File: src/rtl/cmp_pkg.sv
// Shared types and helpers for the sequential magnitude comparator.
package cmp_pkg;

    typedef enum logic {
        IDLE    = 1'b0,
        COMPARE = 1'b1
    } state_t;

    // One-hot result encoding ordered {L, E, G}; all-zero means "no result yet".
    localparam logic [2:0] RES_NONE = 3'b000;
    localparam logic [2:0] RES_L    = 3'b100;
    localparam logic [2:0] RES_E    = 3'b010;
    localparam logic [2:0] RES_G    = 3'b001;

    function automatic int calc_nchunk(input int width, input int chunk);
        return width / chunk;
    endfunction

    function automatic int calc_idx_w(input int nchunk);
        return (nchunk <= 1) ? 1 : $clog2(nchunk);
    endfunction

endpackage

File: src/rtl/comparator_slice.sv
// Combinational CHUNK-bit less/equal/greater comparator, one-hot {L,E,G} result.
module comparator_slice
    import cmp_pkg::*;
#(
    parameter int CHUNK = 3
) (
    input  logic [CHUNK-1:0] a_i,
    input  logic [CHUNK-1:0] b_i,
    output logic [2:0]       res_o
);

    always_comb begin
        res_o = RES_E;
        if (a_i > b_i) begin
            res_o = RES_G;
        end else if (a_i < b_i) begin
            res_o = RES_L;
        end
    end

endmodule

File: src/rtl/seq_magnitude_comparator.sv
// Multi-cycle MSB-first magnitude comparator with START/BUSY/DONE handshake.
// Optional CMP_EARLY_EXIT_EN ends the operation at the first differing chunk.
module seq_magnitude_comparator
    import cmp_pkg::*;
#(
    parameter int WIDTH  = 12,
    parameter int CHUNK  = 3,
    parameter bit SIGNED = 1'b0
) (
    input  logic             clk_i,
    input  logic             rst_i,
    input  logic             start_i,
    input  logic [WIDTH-1:0] a_i,
    input  logic [WIDTH-1:0] b_i,
    output logic             busy_o,
    output logic             done_o,
    output logic             l_o,
    output logic             e_o,
    output logic             g_o
);

    localparam int NCHUNK = calc_nchunk(WIDTH, CHUNK);
    localparam int IDX_W  = calc_idx_w(NCHUNK);
    localparam logic [IDX_W-1:0] IDX_TOP  = IDX_W'(NCHUNK - 1);
    localparam logic [CHUNK-1:0] MSB_MASK = CHUNK'(1) << (CHUNK - 1);

    state_t           state_q, state_d;
    logic [IDX_W-1:0] idx_q, idx_d;
    logic [2:0]       diff_q, diff_d;
    logic [2:0]       res_q, res_d;
    logic             done_q, done_d;
    logic [WIDTH-1:0] a_q, b_q;
    logic             load;

    logic [CHUNK-1:0] chunk_a, chunk_b;
    logic [2:0]       cur_res;
    logic [2:0]       first_res;
    logic             last_step;

    // Flipping both sign bits maps two's-complement order onto unsigned order.
    always_comb begin
        chunk_a = a_q[int'(idx_q)*CHUNK +: CHUNK];
        chunk_b = b_q[int'(idx_q)*CHUNK +: CHUNK];
        if (SIGNED && (idx_q == IDX_TOP)) begin
            chunk_a = chunk_a ^ MSB_MASK;
            chunk_b = chunk_b ^ MSB_MASK;
        end
    end

    comparator_slice #(
        .CHUNK (CHUNK)
    ) u_slice (
        .a_i   (chunk_a),
        .b_i   (chunk_b),
        .res_o (cur_res)
    );

    always_comb begin
        first_res = (diff_q == RES_E) ? cur_res : diff_q;
`ifdef CMP_EARLY_EXIT_EN
        last_step = (idx_q == '0) || (cur_res != RES_E);
`else
        last_step = (idx_q == '0);
`endif
    end

    always_comb begin
        state_d = state_q;
        idx_d   = idx_q;
        diff_d  = diff_q;
        res_d   = res_q;
        done_d  = 1'b0;
        load    = 1'b0;
        unique case (state_q)
            IDLE: begin
                if (start_i) begin
                    state_d = COMPARE;
                    idx_d   = IDX_TOP;
                    diff_d  = RES_E;
                    load    = 1'b1;
                end
            end
            COMPARE: begin
                diff_d = first_res;
                if (last_step) begin
                    state_d = IDLE;
                    done_d  = 1'b1;
                    res_d   = first_res;
                end else begin
                    idx_d = idx_q - 1'b1;
                end
            end
            default: state_d = IDLE;
        endcase
    end

    always_ff @(posedge clk_i or posedge rst_i) begin
        if (rst_i) begin
            state_q <= IDLE;
            idx_q   <= '0;
            diff_q  <= RES_E;
            res_q   <= RES_NONE;
            done_q  <= 1'b0;
        end else begin
            state_q <= state_d;
            idx_q   <= idx_d;
            diff_q  <= diff_d;
            res_q   <= res_d;
            done_q  <= done_d;
        end
    end

    // Operand shadows carry no reset: they are only read while in COMPARE.
    always_ff @(posedge clk_i) begin
        if (load) begin
            a_q <= a_i;
            b_q <= b_i;
        end
    end

    assign busy_o = (state_q == COMPARE);
    assign done_o = done_q;
    assign l_o    = res_q[2];
    assign e_o    = res_q[1];
    assign g_o    = res_q[0];

endmodule

File: config.mk
export PLATFORM = sky130hd
export DESIGN_NAME = seq_magnitude_comparator
export DESIGN_NICKNAME = d
export VERILOG_FILES = /design/src/rtl/cmp_pkg.sv /design/src/rtl/comparator_slice.sv /design/src/rtl/seq_magnitude_comparator.sv
export SDC_FILE = /design/constraint.sdc
export NUM_CORES = 1
export LEC_CHECK = 0
export ABC_AREA = 1
export CORE_MARGIN = 1.5
export CORE_UTILIZATION = 52
export CTS_CLUSTER_DIAMETER = 120
export DETAILED_ROUTE_END_ITERATION = 10
export GPL_TIMING_DRIVEN = 0
export PLACE_DENSITY = 0.89
export SYNTH_ARGS = -nofsm -noshare
export SYNTH_HDL_FRONTEND = slang
export SYNTH_SLANG_ARGS = --single-unit
File: constraint.sdc
create_clock -name clk_i -period 3.7 [get_ports clk_i]
set_input_delay 0.74 -clock clk_i [delete_from_list [all_inputs] [get_ports clk_i]]
set_output_delay 0.74 -clock clk_i [all_outputs]
set_load 0.02 [all_outputs]
Yosys cells after proc, flatten, opt, wreduce, memory -nomap -nowiden
Cells that the tools add are included.
Word-level totals
  bits in registers: 34
  input port bits: 27
  output and inout port bits: 5
  word-level logic and storage cells: 34
Operators by class
  add/subtract/negate cells: 1
  $mul: 1
  $lt $le $gt $ge: 2
  equal/unequal tests: 3
  shift-type cells: 2
  mux-type cells: 14
  bitwise gates (word level): 1
  reduce and logical (&&, ||, !) cells: 3
Operators by type and width (number)
  indexed part select 12 x 32 -> 3 bit: 1
  two-way mux 3 bit: 4
  indexed part select 12 x 5 -> 3 bit: 1
  case mux 3 bit (2 select lines): 1
  two-way mux 1 bit: 5
  multiplier 2 x 2 -> 4 bit (second input constant): 1
  two-way mux 2 bit: 2
  inequality test 2 bit (second input constant): 2
  case mux 2 bit (2 select lines): 1
  AND reduction 2 bit: 2
  equality test 3 x 2 -> 1 bit (second input constant): 1
  greater-than comparator 3 bit: 1
  < comparator 3 bit: 1
  logical NOT 2 bit: 1
  case mux 1 bit (2 select lines): 1
  subtractor 2 x 1 -> 2 bit (second input constant): 1
  NOT 1 bit: 1

Logic depth before layout (Yosys ltp)
  depth after elaboration: 7
  gate-level depth with buffers: 12
  gate-level depth less buffers: 11

By module
From an unflattened synthesis, not the netlist that was laid out.
Unflattened totals
  cell total of the unflattened synthesis: 150
  area total of the unflattened synthesis: 1493.9 µm²
Modules (own cells, without submodules)
  seq_magnitude_comparator: instances 1, cells each 134, area each 1401.3 µm², seq. area each 972.2 µm²
  comparator_slice: instances 1, cells each 16, area each 92.6 µm², seq. area each 0.0 µm²

Worst setup path before layout
OpenSTA, ideal clock, no wires.
  kind: in2reg
  start point: in start_i
  end point: reg a_q[0], enable pin
  setup time: 0.405 ns
  arrival time: 1.855 ns
  data required time: 3.295 ns
  setup slack: 1.440 ns
  cell stages on the path: 2
  buffers on the path: 0
  cell sequence: inv_1 nor2_1
Between the ends
  longest elaborated chain between the ends: 2
RTL lines
  from (decl): RTL line seq_magnitude_comparator.sv:12  | input logic start_i,
  two-way mux 1 bit: RTL line seq_magnitude_comparator.sv:76  | if (start_i) begin
  two-way mux 1 bit: RTL line seq_magnitude_comparator.sv:74  | unique case (state_q)
  via load: RTL line seq_magnitude_comparator.sv:33  | logic load;
  to (signal assigned): RTL line seq_magnitude_comparator.sv:116  | a_q <= a_i;
  to (decl): RTL line seq_magnitude_comparator.sv:32  | logic [WIDTH-1:0] a_q, b_q;
The timed path passes the listed nets, and every way through them passes these cells.
A chain may end at the register's enable or synchronous reset.

Final worst setup path
  start point: reg state_q, in the netlist busy_o
  end point: out busy_o
RTL lines
  from (decl): RTL line seq_magnitude_comparator.sv:27  | state_t state_q, state_d;
  from (signal assigned): RTL line seq_magnitude_comparator.sv:105  | state_q <= state_d;
  to (decl): RTL line seq_magnitude_comparator.sv:15  | output logic busy_o,
No word-level cell between the ends.

==> summary.md <==
| Metric | Value |
|---|---|
| Share of the synthesized area in the top cell type | `0.5097` |
| Core area | `0.002522 mm2` |
| Synthesis-stage register bit count | `34` |
| Seq/Total Area, Yosys | `0.6876` |
| Share of synthesized cell area in and, or, nand and nor gates | `0.1239` |
| Synth Flop Type | `edfxtp_1` |
| Root Driver | `clkbuf_4` |
| DR WL/cell | `13.89 um` |
| Pleak | `0.7331 nW` |
| Share of cells above drive strength 1 | `0.09938` |
| Crit. End Element | `output port` |
| XOR/XNOR Fraction of Synth Area | `0` |
| PostCTS Resize Cnt | `0` |
| Hpwl dp | `1983 um` |
| Most instantiated cells after synthesis | `edfxtp_1 (24), nand2_1 (20), nor2_1 (19)` |
| Routed Antenna Nets | `0` |
| Post-synthesis cell type count | `18` |
| Largest net degree at the start of global routing | `23` |
| Area contributors post-synth | `edfxtp_1 (51%), dfrtp_1 (16%), nand2_1 (5.3%)` |
| M3 GR Usage | `0.06452` |
| Syn avg cell area | `11.68 um2` |
| TNS Setup | `0 ns` |
| Fin crit period | `2.233 ns` |
| Cells after Synth | `121` |
| FF/Latch Area | `972.2 um2` |
| DRT Pass-1 Iters | `4` |
| Residual DRC | `0` |
| Worst-Margin Slew | `0.3823 ns` |
| PwrDens | `734.7 mW/mm2` |
| Status | `complete, no violations` |
| GR peak layer | `met2` |
| Fin nets | `191` |
| WS Path Type | `reg2out` |
| Crit path buffers/inverters | `1` |
| Core Rows | `18` |
| Slew margin rel. | `0.7449` |
| Most frequent cell after synthesis | `edfxtp_1` |
| Antenna violations before repair | `0` |
| Die Wd | `55.15 um` |
| Antenna cells | `0` |
| Largest family of logic cells by synthesized area | `simple AND/OR/NAND/NOR gates` |
| Syn Nets | `152` |
| Met1 Usage GRT | `0.1996` |
| Setup ws final | `1.467 ns` |
| Die Height | `55.15 um` |
| RePlAce Congestion | `0.7844` |
| Met2 Use GR | `0.3770` |
| Final Hold Vio Count | `0` |
| Worst-path clk slew | `0.09 ns` |
| Routed WL | `2653 um` |
| Synth Warn # | `0` |
| MaxCap Viol Count | `0` |
| Worst-Skew Late Latency | `0.34 ns` |
| Adder-cell share of the synthesized area | `0.03540` |
| Final worst-path cycle share | `0.6035` |
| Post-CTS setup buffer count | `0` |
| Critical path launch point type | `flop` |
| Vias in the first global route | `1013` |
| Overall routing resource usage | `0.2097` |
| Die Area | `0.003041 mm2` |
| Multi-input gate area | `389.1 um2` |
| RSZ-0062 raised after global routing | `no` |
| Mux share of post-synthesis cell area | `0` |
| Compound-cell area share of the yosys netlist | `0.1142` |
| Fmax | `447.8 MHz` |
| # hold bufs at CTS | `0` |
| # clock sinks | `34` |
| Post-Syn Area | `0.001414 mm2` |
| Fillcell total | `192` |
| Slowest cell on the critical path | `clkdlybuf4s50_1` |
| Final core occ | `0.7252` |
| CP Cell Sequence | `clkdlybuf4s50_1` |
| H-tree depth | `2` |
| Pins Over Slew Limit | `0` |
| Via density | `5.325` |
| WHS | `0.4870 ns` |
| GR Overflow Total | `0` |
| CP top delay family | `buffers and inverters` |
| Final setup skew | `0.01338 ns` |
| Tot Pwr | `1.344 mW` |
| CTS tree | `yes` |
| Initial Util | `0.5605` |
| Data arrival, critical path | `1.49 ns` |
| CP max stage delay | `0.66 ns` |
| Final setup vio count | `0` |
| I/O Pins | `32` |
| Placement Setup Slack | `1.620 ns` |
| CTS Buffer Depth | `2` |
| Vias | `1017` |
| Initial DRC count | `21` |
| Dpl cell area | `0.001779 mm2` |
| Worst hold-check path type | `reg2reg` |
| Area leader, netlist | `edfxtp_1` |
| First-pass GRT wire length | `4167 um` |
| Post-synth ARST share | `0.2941` |
| Placed Cells | `183` |
| Post-Layout Cell Count | `191` |
| # port buffers | `31` |
| Design area | `0.001829 mm2` |
| Critical Path Fanout Max | `7` |
| CTS buffer count | `5` |
| Synth-to-layout area growth | `29.38%` |
| Number of flops mapped to enable cells by yosys | `24` |
| Peak supply drop | `0.4769 mV` |
| Critical path data required time | `2.96 ns` |
[sequential cells by signal, indices dropped and copies added, names as in the netlist]
register,flops
a_q,12
b_q,12
diff_q,3
res_q,3
idx_q,2
busy_o,1
done_o,1
[cells in the final DEF (no fill, tap or decap), types with 3 or more instances in the layout]
master and instances:
nand3_1 3, o22ai_1 3, edfxtp_1 24, clkdlybuf4s50_1 31
o21ai_0 13, a21oi_1 7, inv_1 7, clkbuf_4 5
nand2_1 20, ha_1 4, dfrtp_1 9, nor2_1 18
o22a_1 3
[per-layer routing]
layer	wire, um	share of wire
met1	1056	0.40
met2	1361	0.51
met3	149	0.056
met4	85	0.032
met5	0	0
[final cells by class]
class,instances,area share
Multi-Input combinational cell,75,0.2127
Sequential cell,34,0.5315
Tap cell,30,0.02052
Timing Repair Buffer,32,0.1778
Clock buffer,6,0.02257
Buffer,2,0.008208
Inverter,10,0.02189
Clock inverter,2,0.004788
[where the power goes]
part | total [mW] | switching [mW] | internal (mW) | leakage, nW
Combinational | 0.582 | 0.335 | 0.247 | 0.364
Sequential | 0.570 | 0.0611 | 0.509 | 0.340
Clock | 0.192 | 0.121 | 0.0713 | 0.0297
[final timing paths]
path                             endpoint  cells after the start  slack [ns]     start
worst max-delay path               busy_o                      1        1.47    busy_o
worst min-delay path             res_q[1]                      2        0.49  res_q[1]
worst max register to register   res_q[0]                     10        1.69  idx_q[1]
worst min register to register   res_q[1]                      2        0.49  res_q[1]
max in group asynchronous       diff_q[1]                      2        2.73     rst_i
min in group asynchronous       diff_q[0]                      2        0.66     rst_i
[cell families after synthesis]
kind of cell / Yosys count
DFF: 34
AOI/OAI and AO/OA: 27
adders and majority gates: 4
and+or+nand+nor: 44
buffers and inverters: 12
No activity file was read; power rests on OpenSTA's default activity.
